## config.mk

```make
export PLATFORM = sky130hd
export DESIGN_NAME = heater_bit_modulator
export DESIGN_NICKNAME = d
export VERILOG_FILES = /design/src/rtl/heater_mod_pkg.sv /design/src/rtl/heater_period_timer.sv /design/src/rtl/heater_bit_modulator.sv
export SDC_FILE = /design/constraint.sdc
export NUM_CORES = 1
export LEC_CHECK = 0
export CAP_MARGIN = 40
export CORE_ASPECT_RATIO = 0.9
export CORE_MARGIN = 1.5
export CORE_UTILIZATION = 35
export DETAILED_ROUTE_END_ITERATION = 8
export SYNTH_ARGS = -nofsm -noshare
export SYNTH_HDL_FRONTEND = slang
export SYNTH_HIERARCHICAL = 1
export SYNTH_SLANG_ARGS = --single-unit
```

## constraint.sdc

```tcl
create_clock -name clk_main_a0 -period 5.9 [get_ports clk_main_a0]
set_input_delay 1.18 -clock clk_main_a0 [delete_from_list [all_inputs] [get_ports clk_main_a0]]
set_output_delay 1.18 -clock clk_main_a0 [all_outputs]
set_load 0.02 [all_outputs]
```

## src/rtl/heater_mod_pkg.sv

```systemverilog
// heater_mod_pkg: shared FSM type and size defaults for the heater bit modulator.
// HEATER_MANCHESTER_EN selects Manchester bit coding (minimum period 2).
package heater_mod_pkg;
  typedef enum logic [1:0] {IDLE, SEND, COOLDOWN} state_t;
  localparam int DATA_W = 64;
  localparam int LEN_W = 6;
  localparam int PERIOD_W = 32;
  localparam int CNT_W = 32;
`ifdef HEATER_MANCHESTER_EN
  localparam int MIN_PERIOD = 2;
`else
  localparam int MIN_PERIOD = 1;
`endif
  localparam bit MANCH = MIN_PERIOD == 2;
endpackage

```

## src/rtl/heater_period_timer.sv

```systemverilog
// heater_period_timer: loadable down-counter; expire is high while the count is zero.
module heater_period_timer #(
  parameter int W = 32
) (
  input  logic         clk,
  input  logic         rst_n,
  input  logic         load,
  input  logic [W-1:0] value,
  output logic         expire
);
  logic [W-1:0] count;
  assign expire = count == '0;
  always_ff @(posedge clk or negedge rst_n)
    if (!rst_n) count <= '0;
    else count <= load ? value : expire ? count : count - W'(1);
endmodule

```

## src/rtl/heater_bit_modulator.sv

```systemverilog
// heater_bit_modulator: serialises a host frame MSB-first into timed heater on/off periods plus cooldown.
// Build with HEATER_MANCHESTER_EN for Manchester-coded bit periods.
module heater_bit_modulator #(
  parameter int DATA_W = heater_mod_pkg::DATA_W,
  parameter int LEN_W = heater_mod_pkg::LEN_W,
  parameter int PERIOD_W = heater_mod_pkg::PERIOD_W,
  parameter int CNT_W = heater_mod_pkg::CNT_W
) (
  input  logic                clk_main_a0,
  input  logic                rst_main_n,
  input  logic                frame_valid,
  output logic                frame_ready,
  input  logic [DATA_W-1:0]   frame_data,
  input  logic [LEN_W-1:0]    frame_len_m1,
  input  logic [PERIOD_W-1:0] bit_period,
  input  logic [PERIOD_W-1:0] cooldown_cycles,
  input  logic                abort,
  output logic                ro_heating_enable,
  output logic                busy,
  output logic [LEN_W-1:0]    bit_index,
  output logic                done_pulse,
  output logic [CNT_W-1:0]    frames_sent
);
  import heater_mod_pkg::*;
  state_t state, state_nx;
  logic [DATA_W-1:0] shreg, shreg_nx;
  logic [LEN_W-1:0] len_q;
  logic [PERIOD_W-1:0] period_q, cool_q, period_in, load_val;
  logic sec_q, sec_nx, accept, bit_end, half_end, last_bit, finish, tmr_load, tmr_exp, enable_nx;
  assign frame_ready = state == IDLE && !abort;
  assign busy = state != IDLE;
  assign accept = frame_valid && frame_ready;
  assign period_in = bit_period < PERIOD_W'(MIN_PERIOD) ? PERIOD_W'(MIN_PERIOD) : bit_period;
  // sec_q marks the second half of a Manchester bit; it never sets in the plain build
  assign bit_end = state == SEND && tmr_exp && (sec_q || !MANCH);
  assign half_end = state == SEND && tmr_exp && !sec_q && MANCH;
  assign last_bit = bit_index == len_q;
  always_comb begin
    state_nx = state;
    if (busy && abort) state_nx = IDLE;
    else if (accept) state_nx = SEND;
    else if (bit_end && last_bit) state_nx = cool_q != '0 ? COOLDOWN : IDLE;
    else if (state == COOLDOWN && tmr_exp) state_nx = IDLE;
    finish = !abort && ((bit_end && last_bit && cool_q == '0) || (state == COOLDOWN && tmr_exp));
    tmr_load = accept || (state == SEND && tmr_exp);
    load_val = accept ? (MANCH ? period_in >> 1 : period_in) - PERIOD_W'(1) :
               half_end ? period_q - (period_q >> 1) - PERIOD_W'(1) :
               !last_bit ? (MANCH ? period_q >> 1 : period_q) - PERIOD_W'(1) :
               cool_q - PERIOD_W'(1);
    shreg_nx = accept ? frame_data : bit_end ? shreg << 1 : shreg;
    sec_nx = half_end || (sec_q && !bit_end && !accept);
    enable_nx = state_nx == SEND && (shreg_nx[DATA_W-1] ^ sec_nx);
  end
  always_ff @(posedge clk_main_a0 or negedge rst_main_n)
    if (!rst_main_n) begin
      state <= IDLE;
      shreg <= '0;
      len_q <= '0;
      period_q <= '0;
      cool_q <= '0;
      sec_q <= 1'b0;
      ro_heating_enable <= 1'b0;
      bit_index <= '0;
      done_pulse <= 1'b0;
      frames_sent <= '0;
    end else begin
      state <= state_nx;
      shreg <= shreg_nx;
      sec_q <= sec_nx;
      ro_heating_enable <= enable_nx;
      bit_index <= state_nx != SEND ? '0 : bit_index + LEN_W'(bit_end);
      done_pulse <= finish;
      frames_sent <= frames_sent + CNT_W'(finish);
      if (accept) begin
        len_q <= frame_len_m1;
        period_q <= period_in;
        cool_q <= cooldown_cycles;
      end
    end
  heater_period_timer #(.W(PERIOD_W)) u_timer (
    .clk(clk_main_a0),
    .rst_n(rst_main_n),
    .load(tmr_load),
    .value(load_val),
    .expire(tmr_exp)
  );
endmodule
```

Word-level counts from Yosys, hierarchy flattened

Index checks and enable logic that the tools add are counted.

Eq/ne operators: 6
Mux-type cells: 13
Div/mod/pow operators: 0
Shift operators: 0
Bitwise operators: 1
$add $sub $neg: 6
Order comparisons: 1
Multipliers: 0
Reduce and logical (&&, ||, !) cells: 22

Operators with widths:

| cell                                                | number |
|---|---|
| 2-to-1 mux 32 bit                                   | 5 |
| 2-to-1 mux 64 bit                                   | 2 |
| subtractor 32 x 1 -> 32 bit, second input constant  | 4 |
| zero test 32 bit                                    | 2 |
| adder 32 x 1 -> 32 bit                              | 1 |
| < comparator 32 x 1 -> 1 bit, second input constant | 1 |
| nonzero test 32 bit                                 | 1 |
| logical AND 1 bit                                   | 11 |
| 2-to-1 mux 2 bit                                    | 5 |
| adder 6 x 1 -> 6 bit                                | 1 |
| == test 6 bit                                       | 1 |
| 2-to-1 mux 6 bit                                    | 1 |
| == test 2 x 1 -> 1 bit, second input constant       | 2 |
| nonzero test 2 bit                                  | 2 |
| zero test 1 bit                                     | 3 |
| == test 2 bit, second input constant                | 1 |
| zero test 2 bit                                     | 1 |
| logical OR 1 bit                                    | 2 |
| != test 2 x 1 -> 1 bit, second input constant       | 1 |
| != test 2 bit, second input constant                | 1 |
| bitwise XOR 1 bit                                   | 1 |

Logic and storage cells: 61
Memory bits (read-only): 0
Output and inout bits: 42
Memories kept: 0
Latch bits: 0
Flip-flop bits (word level): 209
RAM bits: 0

Depth between registers and ports, before layout

Depth in word-level cells: 8
Depth in mapped cells: 18
Gate-level depth less buffers: 16

By module

Netlist, hierarchy kept.

Modules (own cells, without submodules):

| module               | times used | cells each | seq. area each (µm²) | area an instance (µm²) |
|---|---|---|---|---|
| heater_bit_modulator | 1          | 1009       | 4429.2               | 8906.0 |
| heater_period_timer  | 1          | 203        | 800.8                | 1868.0 |

Worst setup path after synthesis

Ideal clock, no wire load.

Kind: in2reg
Start: input abort
End: register u_timer.count[20]
Data required time: 5818 ps
Buffers on the path: 2
Library setup time: 82 ps
Cell stages on the path: 14
Arrival: 3941 ps
Setup slack: 1877 ps
Path through: or4b_1 buf_2 buf_6 nor2_1 o31ai_1 o311ai_1 ha_1 nand4_2 nor4_4 nand3_4 a2111oi_4 xor2_1 nor2_1 a31oi_1

Cells in the longest elaborated chain, start to end: 5

RTL lines:

| element                | RTL line                   | RTL |
|---|---|---|
| start: declaration     | heater_bit_modulator.sv:17 | `input logic abort,` |
| zero test 1 bit        | heater_bit_modulator.sv:30 | `assign frame_ready = state == IDLE && !abort;` |
| logical AND 1 bit      | heater_bit_modulator.sv:30 |  |
| logical AND 1 bit      | heater_bit_modulator.sv:32 | `assign accept = frame_valid && frame_ready;` |
| 2-to-1 mux 32 bit      | heater_bit_modulator.sv:46 | `load_val = accept ? (MANCH ? period_in >> 1 : period_in) - PERIOD_W'(1) :` |
| via load_val[20]       | heater_bit_modulator.sv:28 | `logic [PERIOD_W-1:0] period_q, cool_q, period_in, load_val;` |
| 2-to-1 mux 32 bit      | heater_period_timer.sv:15  | `else count <= load ? value : expire ? count : count - W'(1);` |
| end signal: assignment | heater_period_timer.sv:15  |  |
| end: declaration       | heater_period_timer.sv:11  | `logic [W-1:0] count;` |

The timed path passes the listed nets, and every way through them passes these cells.
A chain may end at the register's enable or synchronous reset.

Worst setup path after layout

Start: register u_timer.count[0]
End: register frames_sent[30]

Cells in the longest elaborated chain, start to end: 7

RTL lines:

| element                         | RTL line                   | RTL |
|---|---|---|
| zero test 32 bit (*)            | heater_period_timer.sv:12  | `assign expire = count == '0;` |
| via tmr_exp                     | heater_bit_modulator.sv:29 | `logic sec_q, sec_nx, accept, bit_end, half_end, last_bit, finish, tmr_load, tmr_exp, enable_nx;` |
| logical AND 1 bit               | heater_bit_modulator.sv:35 | `assign bit_end = state == SEND && tmr_exp && (sec_q \|\| !MANCH);` |
| logical AND 1 bit (2 in series) | heater_bit_modulator.sv:44 | `finish = !abort && ((bit_end && last_bit && cool_q == '0) \|\| (state == COOLDOWN && tmr_exp));` |
| logical OR 1 bit (*)            | heater_bit_modulator.sv:44 |  |
| logical AND 1 bit (*)           | heater_bit_modulator.sv:44 |  |
| via finish                      | heater_bit_modulator.sv:29 |  |
| adder 32 x 1 -> 32 bit (*)      | heater_bit_modulator.sv:73 | `frames_sent <= frames_sent + CNT_W'(finish);` |
| end signal: assignment          | heater_bit_modulator.sv:73 |  |
| end: declaration                | heater_bit_modulator.sv:22 | `output logic [CNT_W-1:0] frames_sent` |

Mark *: on every way through the listed nets, which the timed path passes. The rest lies on a longest branch.

==> impl_metrics.ini <==
[sta]
hold_slack_ns = 0.465
final.setup.worst_slack_ns = 1.20
slew_headroom = 0.418
tightest_slew_ns = 0.869
rsz0062_at_grt = false
finalSetupTns_ns = 0
clock_skew_ns = 0.0182
finalCritPeriodShare = 0.797
finalSetupViolCount = 0
fin_crit_ns = 4.70
hold_violations = 0
slew_violations = 0
timing.fmax_mhz = 213

[floorplanning]
die_y_um = 169
dieWidth_um = 188
initial_core_util = 0.358
core_sq_um = 30100
std_cell_rows = 60
die-area_sq_um = 31800
ioPinCount = 180

[logic_synthesis]
postSynthAreaPerCell_sq_um = 8.89
synth_seq_cells = 209
yosys_warnings = 6
synth_fp_nets = 1356
ys_types = 75
syn_inst = 1212
syn_area_sq_um = 10800
synth_ff_type = dfrtp_1
async_flop_share = 1.00
ys_seq_area_frac = 0.485
synth-edff-count = 0

[setup_path]
r2r-start = u_timer/count[0]
r2r_slack_ns = 1.20
reg2reg_depth = 18
cp-start-kind = flop
crit_path_end_kind = flop
r2r_end = frames_sent[30]
critPathMaxFanout = 11
crit_arrival_ns = 5.10
crit_required_ns = 6.29
critPathKind = flop to flop

[detailed_routing]
dr.pass1.iters = 5
post_drt_wl_per_cell_um = 16.8
ant_nets = 0
drt-initial-drc-count = 754
drc = 0
vias = 9232
routed_wl_mm = 30.0
viasPerCell = 5.16

[power_and_ir_drop]
power_w = 0.00424
clockPowerShare = 0.341
p_comb_frac = 0.220
p_leak_nw = 6.09
power_density_nw_per_um2 = 309
seq_power_share = 0.439
sw_frac_of_total = 0.312
p_int_w = 0.00292
vdd_drop_max_v = 0.000209
switching_power_w = 0.00133

[clocking]
hold_buffers = 0
cts-buffers-inserted = 24
htree_levels = 1
cts_root_buf = clkbuf_16
cts_num_sinks = 209
cts_resized = 0
tritoncts = built
clk_pin_slew_ns = 0.06
cts_max_path_buffers = 3
clk_latency_ns = 0.52
post-cts-setup-buffers = 0

[finish]
fin_nets = 1513
drive_above_1_share = 0.0556
layoutNonFillerInstCount = 1788
final_common_cell = nand2_1
layout_common_cells = 387 x nand2_1, 209 x dfrtp_1, 178 x clkdlybuf4s50_1
n_antenna_cell = 0
syn_to_final_growth_pct = 27.3

[hold_path]
hold_end = frames_sent[31]
min_from = frames_sent[31]
hold_depth = 1
hp-class = flop to flop

[placement]
numPortBuffers = 179
hpwlAfterDp_mm = 21.1
dp_slack_ns = 0.958
place.gp.congestion = 0.874
place_inst = 1746

[global_route]
grt_pass1_wl_mm = 48.6
grt_use_total = 0.187
grt_max_degree = 133
grt_remaining_overflow = 0
first_global_vias = 8914
grt_antenna_before_repair = 0

[run]
cap_violations = 0

[status]
run_status = complete, no violations
## registers in the layout (all words and copies together), names as in the netlist
name,flops
done_pulse,1
u_timer/count,32
ro_heating_enable,1
state,2
frames_sent,32
len_q,6
cool_q,32
bit_index,6
sec_q,1
shreg,64
period_q,32
## metrics by stage
stage / util / cell area [sq um]
finish: 0.456 / 13700
floorplan: - / 10800
global placement: 0.430 / 12900
detailed placement: 0.431 / 13000
global route: 0.456 / 13700
CTS: 0.456 / 13700
## per-layer routing
layer / part of all wire / up-vias / track usage
li1: - / 4474 / -
met1: 0.49 / 4428 / 0.277
met2: 0.44 / 284 / 0.289
met3: 0.045 / 46 / 0.0225
met4: 0.024 / 0 / 0.0497
met5: 0 / - / 0
## critical path, cell delays in order (launching register included)
cell and delay, ns:
dfrtp_1 0.38, inv_1 0.10, ha_1 0.23, nor4b_2 0.42
nand4_1 0.16, buf_4 0.21, and3b_1 0.27, nand3_1 0.27
nor4_1 0.33, clkdlybuf4s15_2 0.30, a21oi_1 0.05, nor2_1 0.16
ha_1 0.27, ha_1 0.27, nand3_1 0.20, nor3_1 0.44
and2_1 0.25, nand4_1 0.13, xnor2_1 0.14
## cell families after synthesis
family          Yosys count  share of synthesized area
compound gates          191                      0.125
fa+ha+maj                 6                    0.00697
mux                      23                     0.0217
buf+inv                  74                     0.0286
flops                   209                      0.485
xor+xnor                 92                     0.0748
simple gates            617                      0.258
## worst max path at each step
stage / slack (ns) / cells past startpoint / from / end
3_5_place_dp: 0.96 / 13 / abort / u_timer/count[20]
2_1_floorplan: 1.88 / 14 / abort / u_timer/count[20]
6_report: 1.20 / 18 / u_timer/count[0] / frames_sent[30]
5_1_grt: 0.63 / 18 / u_timer/count[0] / frames_sent[30]
3_3_place_gp: 0.88 / 17 / u_timer/count[0] / frames_sent[30]
4_1_cts: 1.12 / 18 / u_timer/count[0] / frames_sent[30]
## synth_stat cells, types with 6 or more instances
cell type / instances / area, sq um
nand2_1: 387 / 1450
mux2i_1: 20 / 200
o21ai_0: 38 / 190
o31ai_1: 10 / 75.1
a31oi_1: 6 / 37.5
nor2_1: 73 / 274
nor4_1: 21 / 131
nand4_1: 20 / 125
o21ai_1: 16 / 80.1
xor2_1: 35 / 307
clkbuf_1: 40 / 150
buf_1: 7 / 26.3
nand3_1: 47 / 235
a21oi_1: 15 / 75.1
and3_1: 8 / 50.1
a22oi_1: 63 / 473
buf_2: 12 / 60.1
inv_1: 12 / 45.0
ha_1: 6 / 75.1
nor3_1: 20 / 100
xnor2_1: 57 / 499
dfrtp_1: 209 / 5230
## final cells by class
type                            instances  area [sq um]
Fill cell                            2852         16400
Inverter                               12          45.0
Tap cell                              403           504
Clock buffer                           36           697
Sequential cell                       209          5230
Clock inverter                          6          55.1
Timing Repair Buffer                  193          1930
Multi-Input combinational cell        929          5250
## power groups by stage
| stage | Combinational (W) | Sequential [W] | Clock [W] |
|---|---|---|---|
| floorplan | 0.000627 | 0.00183 | 0 |
| global placement | 0.000912 | 0.00187 | 0 |
| detailed placement | 0.000921 | 0.00188 | 0 |
| CTS | 0.000930 | 0.00186 | 0.00148 |
| global route | 0.00104 | 0.00189 | 0.00154 |
| finish | 0.000934 | 0.00186 | 0.00145 |
No activity file was read; power rests on OpenSTA's default activity.
